==> src/rtl/cam_capture_pkr_pkg.sv <==
// Shared types and default geometry for the camera capture front-end.
package cam_pkg;

    typedef enum logic [1:0] {
        SYNC,
        IDLE,
        CAPTURE
    } cap_state_t;

    // Default sensor geometry: 640x480 at 2 bytes per pixel
    localparam int H_PIXELS        = 640;
    localparam int V_LINES         = 480;
    localparam int BYTES_PER_PIXEL = 2;

    localparam int DEF_BUS_W       = 128;
    localparam int DEF_ROW_BYTES   = H_PIXELS * BYTES_PER_PIXEL;
    localparam int DEF_FRAME_ROWS  = V_LINES;
    localparam int DEF_EXP_ROW     = V_LINES;
    localparam int DEF_NUM_EXP     = 3;
    localparam int DEF_FRAME_SLOTS = 6;

    // Index width that never collapses to zero bits
    function automatic int clog2_min1(input int n);
        return (n <= 1) ? 1 : $clog2(n);
    endfunction

endpackage

==> src/rtl/cam_capture_pkr_if.sv <==
// DVP byte stream in, packed beat out towards the DDR write FIFO.
interface cam_capture_pkr_if
    import cam_pkg::*;
#(
    parameter int BUS_W = DEF_BUS_W
) ();

    logic [7:0]       data;
    logic             href;
    logic             vsync;
    logic             data_ready;
    logic [BUS_W-1:0] p_data;
    logic             data_valid;

    // Camera/FIFO side
    modport master (
        output data, href, vsync, data_ready,
        input  p_data, data_valid
    );

    // Capture block side
    modport slave (
        input  data, href, vsync, data_ready,
        output p_data, data_valid
    );

endinterface

==> src/rtl/cam_capture_pkr_pix_packer.sv <==
// Byte-to-beat packer: first byte of a beat lands in the LSBs.
module pix_packer
    import cam_pkg::*;
#(
    parameter int BUS_W = DEF_BUS_W
) (
    input  logic             clk,
    input  logic             rst_n,
    input  logic             clr,
    input  logic             load,
    input  logic             flush,
    input  logic [7:0]       data,
    output logic [BUS_W-1:0] beat,
    output logic             valid
);

    localparam int BYTES = BUS_W / 8;
    localparam int CNT_W = $clog2(BYTES);

    logic [CNT_W-1:0] cnt;
    logic [BUS_W-1:0] shreg;

    // Shift bytes in from the top; a full beat is copied out with a one-cycle strobe
    always_ff @(posedge clk or negedge rst_n) begin
        if (!rst_n) begin
            cnt   <= '0;
            shreg <= '0;
            beat  <= '0;
            valid <= 1'b0;
        end else begin
            valid <= 1'b0;
            if (clr) begin
                cnt   <= '0;
                shreg <= '0;
                beat  <= '0;
            end else if (flush) begin
                // Partial beat is dropped; stale shreg bytes are overwritten by the next full beat
                cnt <= '0;
            end else if (load) begin
                shreg <= {data, shreg[BUS_W-1:8]};
                if (cnt == CNT_W'(BYTES - 1)) begin
                    cnt   <= '0;
                    beat  <= {data, shreg[BUS_W-1:8]};
                    valid <= 1'b1;
                end else begin
                    cnt <= cnt + 1'b1;
                end
            end
        end
    end

endmodule

==> src/rtl/cam_capture_pkr.sv <==
// Camera capture front-end: frame sync FSM, geometry checks, slot/exposure tracking.
module cam_capture_pkr
    import cam_pkg::*;
#(
    parameter int BUS_W       = DEF_BUS_W,
    parameter int ROW_BYTES   = DEF_ROW_BYTES,
    parameter int FRAME_ROWS  = DEF_FRAME_ROWS,
    parameter int EXP_ROW     = DEF_EXP_ROW,
    parameter int NUM_EXP     = DEF_NUM_EXP,
    parameter int FRAME_SLOTS = DEF_FRAME_SLOTS,
    localparam int EXP_W      = clog2_min1(NUM_EXP),
    localparam int SLOT_W     = $clog2(FRAME_SLOTS)
) (
    input  logic              p_clk,
    input  logic              rst_n,
    cam_capture_pkr_if.slave  bus,
    input  logic              take_pic,
    input  logic              hdr_en,
    output logic              frame_done,
    output logic              frame_err,
    output logic              overflow,
    output logic              change_exp,
    output logic [EXP_W-1:0]  exp_idx,
    output logic [SLOT_W-1:0] frame_slot
);

    localparam int BYTES = BUS_W / 8;
    // Counters are one value wider than the legal maximum so saturation always reads as an error
    localparam int RB_W  = $clog2(ROW_BYTES + 2);
    localparam int ROW_W = $clog2(FRAME_ROWS + 2);

    if (BUS_W % 8 != 0 || BUS_W < 16) begin : g_bad_bus_w
        $error("BUS_W must be a multiple of 8 and at least 16");
    end
    if (ROW_BYTES % BYTES != 0) begin : g_bad_row_bytes
        $error("ROW_BYTES must be a multiple of BUS_W/8");
    end
    if (EXP_ROW < 1 || EXP_ROW > FRAME_ROWS) begin : g_bad_exp_row
        $error("EXP_ROW must lie in 1..FRAME_ROWS");
    end
    if (NUM_EXP < 1 || FRAME_SLOTS < 2) begin : g_bad_counts
        $error("NUM_EXP must be >= 1 and FRAME_SLOTS >= 2");
    end

    cap_state_t       state;
    logic             href_q;
    logic [RB_W-1:0]  row_bytes;
    logic [ROW_W-1:0] rows;
    logic             row_bad;
    logic             exp_fired;
    logic             load;

    // A byte is taken only while a row is active inside a captured frame
    always_comb load = (state == CAPTURE) && bus.href;

    pix_packer #(
        .BUS_W (BUS_W)
    ) u_packer (
        .clk   (p_clk),
        .rst_n (rst_n),
        .clr   (take_pic),
        .load  (load),
        .flush (!load),
        .data  (bus.data),
        .beat  (bus.p_data),
        .valid (bus.data_valid)
    );

    // Frame FSM with row/geometry bookkeeping, slot and exposure counters, sticky overflow
    always_ff @(posedge p_clk or negedge rst_n) begin
        if (!rst_n) begin
            state      <= SYNC;
            href_q     <= 1'b0;
            row_bytes  <= '0;
            rows       <= '0;
            row_bad    <= 1'b0;
            exp_fired  <= 1'b0;
            frame_done <= 1'b0;
            frame_err  <= 1'b0;
            overflow   <= 1'b0;
            change_exp <= 1'b0;
            exp_idx    <= '0;
            frame_slot <= '0;
        end else begin
            frame_done <= 1'b0;
            frame_err  <= 1'b0;
            change_exp <= 1'b0;
            href_q     <= bus.href;
            if (take_pic) begin
                state     <= SYNC;
                row_bytes <= '0;
                rows      <= '0;
                row_bad   <= 1'b0;
                exp_fired <= 1'b0;
                overflow  <= 1'b0;
                exp_idx   <= '0;
            end else begin
                if (bus.data_valid && !bus.data_ready) begin
                    overflow <= 1'b1;
                end
                case (state)
                    SYNC: begin
                        if (bus.vsync) state <= IDLE;
                    end
                    IDLE: begin
                        row_bytes <= '0;
                        rows      <= '0;
                        row_bad   <= 1'b0;
                        exp_fired <= 1'b0;
                        if (!bus.vsync) state <= CAPTURE;
                    end
                    CAPTURE: begin
                        if (bus.vsync) begin
                            state      <= IDLE;
                            frame_done <= 1'b1;
                            frame_err  <= row_bad || (rows != ROW_W'(FRAME_ROWS));
                            frame_slot <= (frame_slot == SLOT_W'(FRAME_SLOTS - 1)) ? '0 : frame_slot + 1'b1;
                            if (hdr_en) begin
                                exp_idx <= (exp_idx == EXP_W'(NUM_EXP - 1)) ? '0 : exp_idx + 1'b1;
                            end
                        end
                        if (bus.href) begin
                            if (row_bytes != '1) row_bytes <= row_bytes + 1'b1;
                        end else if (href_q) begin
                            if (rows != '1) rows <= rows + 1'b1;
                            if (row_bytes != RB_W'(ROW_BYTES)) row_bad <= 1'b1;
                            row_bytes <= '0;
                        end
                        if (hdr_en && !exp_fired && (rows == ROW_W'(EXP_ROW))) begin
                            change_exp <= 1'b1;
                            exp_fired  <= 1'b1;
                        end
                    end
                    default: state <= SYNC;
                endcase
                if (!hdr_en) exp_idx <= '0;
            end
        end
    end

endmodule

==> src/flat_wrapper.sv <==
// flat-port wrapper written by rule: the top's interface ports become plain ports
module cam_capture_pkr_flat import cam_pkg::*;
#(
    parameter int BUS_W       = DEF_BUS_W,
    parameter int ROW_BYTES   = DEF_ROW_BYTES,
    parameter int FRAME_ROWS  = DEF_FRAME_ROWS,
    parameter int EXP_ROW     = DEF_EXP_ROW,
    parameter int NUM_EXP     = DEF_NUM_EXP,
    parameter int FRAME_SLOTS = DEF_FRAME_SLOTS,
    localparam int EXP_W      = clog2_min1(NUM_EXP),
    localparam int SLOT_W     = $clog2(FRAME_SLOTS)
)
  (p_clk, rst_n, take_pic, hdr_en, frame_done, frame_err, overflow, change_exp, exp_idx, frame_slot, bus_data, bus_href, bus_vsync, bus_data_ready, bus_p_data, bus_data_valid);
  cam_capture_pkr_if #(.BUS_W(BUS_W)) bus_i ();
  input  logic p_clk;
  input  logic rst_n;
  input  logic take_pic;
  input  logic hdr_en;
  output logic frame_done;
  output logic frame_err;
  output logic overflow;
  output logic change_exp;
  output logic [EXP_W-1:0] exp_idx;
  output logic [SLOT_W-1:0] frame_slot;
  input wire logic [$bits(bus_i.data)-1:0] bus_data;
  input wire logic [$bits(bus_i.href)-1:0] bus_href;
  input wire logic [$bits(bus_i.vsync)-1:0] bus_vsync;
  input wire logic [$bits(bus_i.data_ready)-1:0] bus_data_ready;
  output wire logic [$bits(bus_i.p_data)-1:0] bus_p_data;
  output wire logic [$bits(bus_i.data_valid)-1:0] bus_data_valid;
  assign bus_i.data = bus_data;
  assign bus_i.href = bus_href;
  assign bus_i.vsync = bus_vsync;
  assign bus_i.data_ready = bus_data_ready;
  assign bus_p_data = bus_i.p_data;
  assign bus_data_valid = bus_i.data_valid;
  cam_capture_pkr #(.BUS_W(BUS_W), .ROW_BYTES(ROW_BYTES), .FRAME_ROWS(FRAME_ROWS), .EXP_ROW(EXP_ROW), .NUM_EXP(NUM_EXP), .FRAME_SLOTS(FRAME_SLOTS)) u_core (.p_clk(p_clk), .rst_n(rst_n), .bus(bus_i), .take_pic(take_pic), .hdr_en(hdr_en), .frame_done(frame_done), .frame_err(frame_err), .overflow(overflow), .change_exp(change_exp), .exp_idx(exp_idx), .frame_slot(frame_slot));
endmodule
==> config.mk <==
export PLATFORM = sky130hd
export DESIGN_NAME = cam_capture_pkr_flat
export DESIGN_NICKNAME = d
export VERILOG_FILES = /design/src/rtl/cam_capture_pkr_pkg.sv /design/src/rtl/cam_capture_pkr_if.sv /design/src/rtl/cam_capture_pkr_pix_packer.sv /design/src/rtl/cam_capture_pkr.sv /design/src/flat_wrapper.sv
export SDC_FILE = /design/constraint.sdc
export NUM_CORES = 1
export LEC_CHECK = 0
export CORE_MARGIN = 2
export CORE_UTILIZATION = 52
export DETAILED_ROUTE_END_ITERATION = 16
export HOLD_SLACK_MARGIN = 0.15
export PLACE_DENSITY = 0.72
export RECOVER_POWER = 100
export REMOVE_ABC_BUFFERS = 1
export SETUP_SLACK_MARGIN = 0.4
export SLEW_MARGIN = 20
export SYNTH_ARGS = -nofsm -noshare
export SYNTH_HDL_FRONTEND = slang
export SYNTH_SLANG_ARGS = --single-unit
==> constraint.sdc <==
create_clock -name p_clk -period 4.3 [get_ports p_clk]
set_clock_uncertainty 0.05 [all_clocks]
set_input_delay 1.075 -clock p_clk [delete_from_list [all_inputs] [get_ports p_clk]]
set_output_delay 1.075 -clock p_clk [all_outputs]
set_load 0.02 [all_outputs]
Word level (Yosys, flattened, before mapping)
Cells that the tools add are included.

storage, ports and cells
  flip-flop bits (word level) = 295
  output and inout bits = 138

operators by class
  add/subtract/negate cells = 5
  reduce and logical (&&, ||, !) cells = 21
  bitwise gates (word level) = 1
  eq/ne operators = 21
  multiplexer cells = 50

operators with widths
  cell                                                                     count
  128-bit two-way mux                                                      5
  11-bit two-way mux                                                       4
  9-bit two-way mux                                                        4
  11-bit inequality test, second input constant                            2
  11-bit case mux with 2 select lines                                      1
  1-bit two-way mux                                                        20
  9-bit inequality test, second input constant                             2
  9-bit case mux with 2 select lines                                       1
  2-bit two-way mux                                                        8
  3-bit inequality test, second input constant                             5
  4-bit two-way mux                                                        3
  11-bit by 1-bit adder with 11-bit output, second input constant          1
  9-bit by 1-bit adder with 9-bit output, second input constant            1
  9-bit == test, second input constant                                     1
  3-bit by 2-bit inequality test with 1-bit output, second input constant  3
  2-bit AND reduction                                                      4
  4-bit AND reduction                                                      2
  3-bit AND reduction                                                      2
  2-bit nonzero test                                                       3
  4-bit by 1-bit adder with 4-bit output, second input constant            1
  2-bit == test, second input constant                                     2
  4-bit == test, second input constant                                     1
  1-bit logical AND                                                        4
  4-bit by 3-bit inequality test with 1-bit output, second input constant  1
  15 further kinds                                                         17

Logic depth before layout (Yosys ltp)
  word-level depth = 6
  mapped depth = 7
  gate-level depth less buffers = 7

Modules after synthesis
Synthesis repeated with hierarchy kept, for this count alone.

second synthesis, totals
  cells, all modules = 1068
  area, all modules = 11636.2 µm²

modules (own cells, without submodules)
  module           cells each  times used  area each (µm²)  sequential area each (µm²)
  pix_packer       878         1           9810.7           6331.1
  cam_capture_pkr  190         1           1825.5           850.8

Worst setup path after synthesis
Ideal clock, no wire load.

  kind = input to register
  start = input port bus_href
  end = register u_core.u_packer.beat[100]
  setup time = 0.066 ns
  arrival time = 2.178 ns
  required time = 4.184 ns
  stages = 5
  path slack = 2.007 ns
  path through = buf_2 > nand4bb_1 > nor2_1 > clkbuf_1 > a22o_1

between the ends
  cells in the longest elaborated chain, start to end = 3

ends and longest elaborated chain
  item                                  line                              text
  start, declared                       flat_wrapper.sv:26                input wire logic [$bits(bus_i.href)-1:0] bus_href;
  1-bit logical AND                     cam_capture_pkr.sv:54             always_comb load = (state == CAPTURE) && bus.href;
  2-bit nonzero test (no source line)   -
  2-bit AND reduction (no source line)  -
  end signal, assigned                  cam_capture_pkr_pix_packer.sv:43  beat <= {data, shreg[BUS_W-1:8]};
  end, declared                         cam_capture_pkr_pix_packer.sv:13  output logic [BUS_W-1:0] beat,

No other way between the ends.
A chain may end at the register's enable or synchronous reset.

Final worst setup path
  start = input port take_pic
  end = register u_core.rows[7]

between the ends
  cells in the longest elaborated chain, start to end = 2
  elaborated cells between the ends (all ways) = 6
  classes of those cells = 3 x eq/ne; 1 x mux; 2 x reduce/logical

ends and longest elaborated chain
  item                                                            line                    text
  start, declared                                                 flat_wrapper.sv:17      input logic take_pic;
  3-bit inequality test (no source line) (tied with other cells)  -
  4-bit AND reduction (no source line)                            -
  end signal, assigned                                            cam_capture_pkr.sv:125  if (rows != '1) rows <= rows + 1'b1;
  end, declared                                                   cam_capture_pkr.sv:48   logic [ROW_W-1:0] rows;

Several ways; a longest one is shown, not always the timed one.

==> results.sh <==
export IMPL_path_depth=4
export IMPL_grt_pass1_vias=8336
export IMPL_fin_crit_sh=0.797
export IMPL_cp_start_kind="input port"
export IMPL_hold_viol_final=0
export IMPL_finalWirelength_um=25800
export IMPL_drv_cap=2
export IMPL_synth_async_reset_ratio=1.00
export IMPL_final_cell_mix="442 x nand2_1, 287 x dfrtp_1, 227 x a21oi_1, 139 x dlygate4sd3_1, 35 x a22o_1"
export IMPL_antenna_found_initial=0
export IMPL_power_leakage_uw=0.00644
export IMPL_floorplan_initialDensity=0.531
export IMPL_critPathMaxStageDelay_ns=1.49
export IMPL_ys_flop_type="dfrtp_1"
export IMPL_insertedDiodeCount=0
export IMPL_yosys_area_top_type="dfrtp_1"
export IMPL_nets=1352
export IMPL_core_um2=21800
export IMPL_grt_max_degree=128
export IMPL_drc=0
export IMPL_startpoint="take_pic"
export IMPL_hpwl_um=15100
export IMPL_setup_ws_ns=0.873
export IMPL_setup_violations=0
export IMPL_switching_share=0.219
export IMPL_synth_avg_cell_area_um2=9.53
export IMPL_rows=54
export IMPL_first_iter_violations=509
export IMPL_syn_inst=1215
export IMPL_synth_enable_flop_cells=0
export IMPL_clock_sinks=287
export IMPL_min_from="u_core.exp_fired"
export IMPL_holdPathStages=1
export IMPL_drive_above_1_share=0.0592
export IMPL_cts_buffer_depth=3
export IMPL_rsz0062_at_grt="no"
export IMPL_status="finished, violations left"
export IMPL_grt_pass1_wl_um=43200
export IMPL_chipHeight_um=153
export IMPL_detail_route_wl_per_cell_um=15.8
export IMPL_endpoint="u_core.rows[7]"
export IMPL_violations="capacitance limit, slew limit"
export IMPL_total_power_uw=5250
export IMPL_cp_max_fo=103
export IMPL_syn_to_final_growth_pct=22.4
export IMPL_io_buffers=152
export IMPL_clock_latency_ns=0.54
export IMPL_yosys_warnings=0
export IMPL_max_clock_freq_mhz=292
export IMPL_worstSetupPathType="input port to flop"
export IMPL_path_cells="clkbuf_2, a211oi_1, or4_1, a21oi_1"
export IMPL_power_per_cell_area_nw_per_um2=370
export IMPL_cts_buffers=29
export IMPL_maxSlewViolCount=211
export IMPL_worstRegToRegCells=4
export IMPL_hold_class="flop to flop"
export IMPL_rrSetupSlack_ns=1.77
export IMPL_peakVddDrop_uv=350
export IMPL_power_share_clock=0.446
export IMPL_intPower_uw=4100
export IMPL_crit_buf_inv=1
export IMPL_grt_overflow_total=0
export IMPL_die_area_um2=23500
export IMPL_clock_root_buffer="clkbuf_16"
export IMPL_finalCriticalPeriod_ns=3.43
export IMPL_synth_area_top_cells="dfrtp_1 62%, nand2_1 14%, a21oi_1 9.8%"
export IMPL_ant_nets=0
export IMPL_synth_cell_types=57
export IMPL_track_usage=0.219
export IMPL_rr_startpoint="u_core.state[1]"
export IMPL_final_common_cell="nand2_1"
export IMPL_h_tree_depth=1
export IMPL_cpMaxStageDelayCell="clkbuf_2"
export IMPL_clkTransAtPathRegs_ns=0.06
export IMPL_cp_arrival_ns=3.83
export IMPL_syn_area_um2=11600
export IMPL_cts_resized=0
export IMPL_r2r_end="u_core.u_packer.shreg[49]"
export IMPL_place_congestion=0.817
export IMPL_via_count=8851
export IMPL_slew_headroom=-0.845
export IMPL_synth_seq_cells=287
export IMPL_postCtsSetupRepairBufs=0
export IMPL_ys_seq_area_frac=0.620
export IMPL_required_ns=4.70
export IMPL_fin_util=0.650
export IMPL_pre_cts_ws_ns=0.683
export IMPL_pwr_share_seq=0.519
export IMPL_end_kind="flop"
export IMPL_ctsHoldBuffers=0
export IMPL_cpLargestDelayFamily="buffers and inverters"
export IMPL_cts_tree="built"
export IMPL_synthDominantCellAreaShare=0.620
export IMPL_worst_pin_slew_ns=2.77
export IMPL_vias_per_cell=5.43
export IMPL_comb_power_share=0.035
export IMPL_p_switching_uw=1150
export IMPL_die_x_um=153
export IMPL_drtPass1Iterations=5
export IMPL_ios=153
[how the worst min path moves through the flow]
stage	to	slack, ns
after CTS	u_core.change_exp	0.42
final	u_core.change_exp	0.44
after global placement	u_core.change_exp	0.39
after global routing	u_core.change_exp	0.45
after detailed placement	u_core.change_exp	0.41
after floorplan	u_core.change_exp	0.37
[flip-flops by register name (all words and copies together) (netlist names)]
register / cells
u_core.frame_done: 1
u_core.change_exp: 1
u_core.u_packer.valid: 1
u_core.exp_idx: 2
u_core.row_bytes: 11
u_core.frame_slot: 3
u_core.href_q: 1
u_core.rows: 9
u_core.frame_err: 1
u_core.row_bad: 1
u_core.overflow: 1
u_core.state: 2
u_core.u_packer.beat: 128
u_core.u_packer.shreg: 120
u_core.exp_fired: 1
u_core.u_packer.cnt: 4
[power groups by stage]
stage                     logic, uW  clock network [uW]  registers, uW
final                           184                2340           2720
after CTS                       195                2380           2720
after floorplan                35.7                   0           2780
after global placement          194                   0           2770
after global routing            208                2490           2720
after detailed placement        195                   0           2770
[kinds of logic (layout without fill, tap and decap cells)]
| family | count (synthesis) | after routing | share of synthesized area |
|---|---|---|---|
| AND/OR/NAND/NOR | 526 | 526 | 0.187 |
| AO/OA/AOI/OAI | 297 | 297 | 0.149 |
| flip-flops | 287 | 287 | 0.620 |
| buffers and inverters | 92 | 228 | 0.0322 |
| adder cells (fa/ha/maj) | 6 | 6 | 0.00648 |
| XOR/XNOR | 4 | 4 | 0.00302 |
| multiplexers | 3 | 3 | 0.00281 |
[Yosys cell counts, drive strengths merged, types with 2 or more instances]
cell	instances
a211o	4
a211oi	3
a21o	4
a21oi	228
a22o	35
and2	3
and3	4
buf	25
clkbuf	59
dfrtp	287
ha	6
inv	8
mux2	2
nand2	442
nand2b	5
nand3	7
nand3b	3
nand4	4
nor2	25
nor2b	3
nor3	8
nor4	5
nor4b	2
o211a	2
o211ai	2
o21a	2
o21ai	8
o311ai	2
o31ai	2
or2	2
or3	3
or4	4
xnor2	3
[final cells by class]
cell class | count | area (um2)
clock inverter | 7 | 38.8
fill | 1811 | 7640
tap | 280 | 350
clock buffer | 44 | 842
multi-input combinational | 836 | 4050
sequential | 287 | 7180
inverter | 8 | 30.0
timing repair buffer | 169 | 1690
[layer usage]
layer  share of wire  vias to the layer above  GRT usage
li1                -                     4291          -
met1            0.46                     4328      0.320
met2            0.47                      213      0.345
met3           0.066                       19     0.0473
met4           0.011                        0     0.0410
met5               0                        -          0
[worst register-to-register path, cell delays in order (launching register included)]
cell and delay (ns):
dfrtp_1 0.62, and3b_4 0.29, clkbuf_4 1.00, nand2_1 0.26, a21oi_1 0.19
[through the flow]
step	cells	TNS, ns	area, um2	hold WS, ns
floorplan	1131	-278.68	11200	0.373
global placement	1580	0	13400	0.391
detailed placement	1580	0	13400	0.407
CTS	1631	0	14200	0.420
global route	1631	0	14200	0.454
finish	1631	0	14200	0.437
Note: power is estimated with default switching activity, not from simulation.
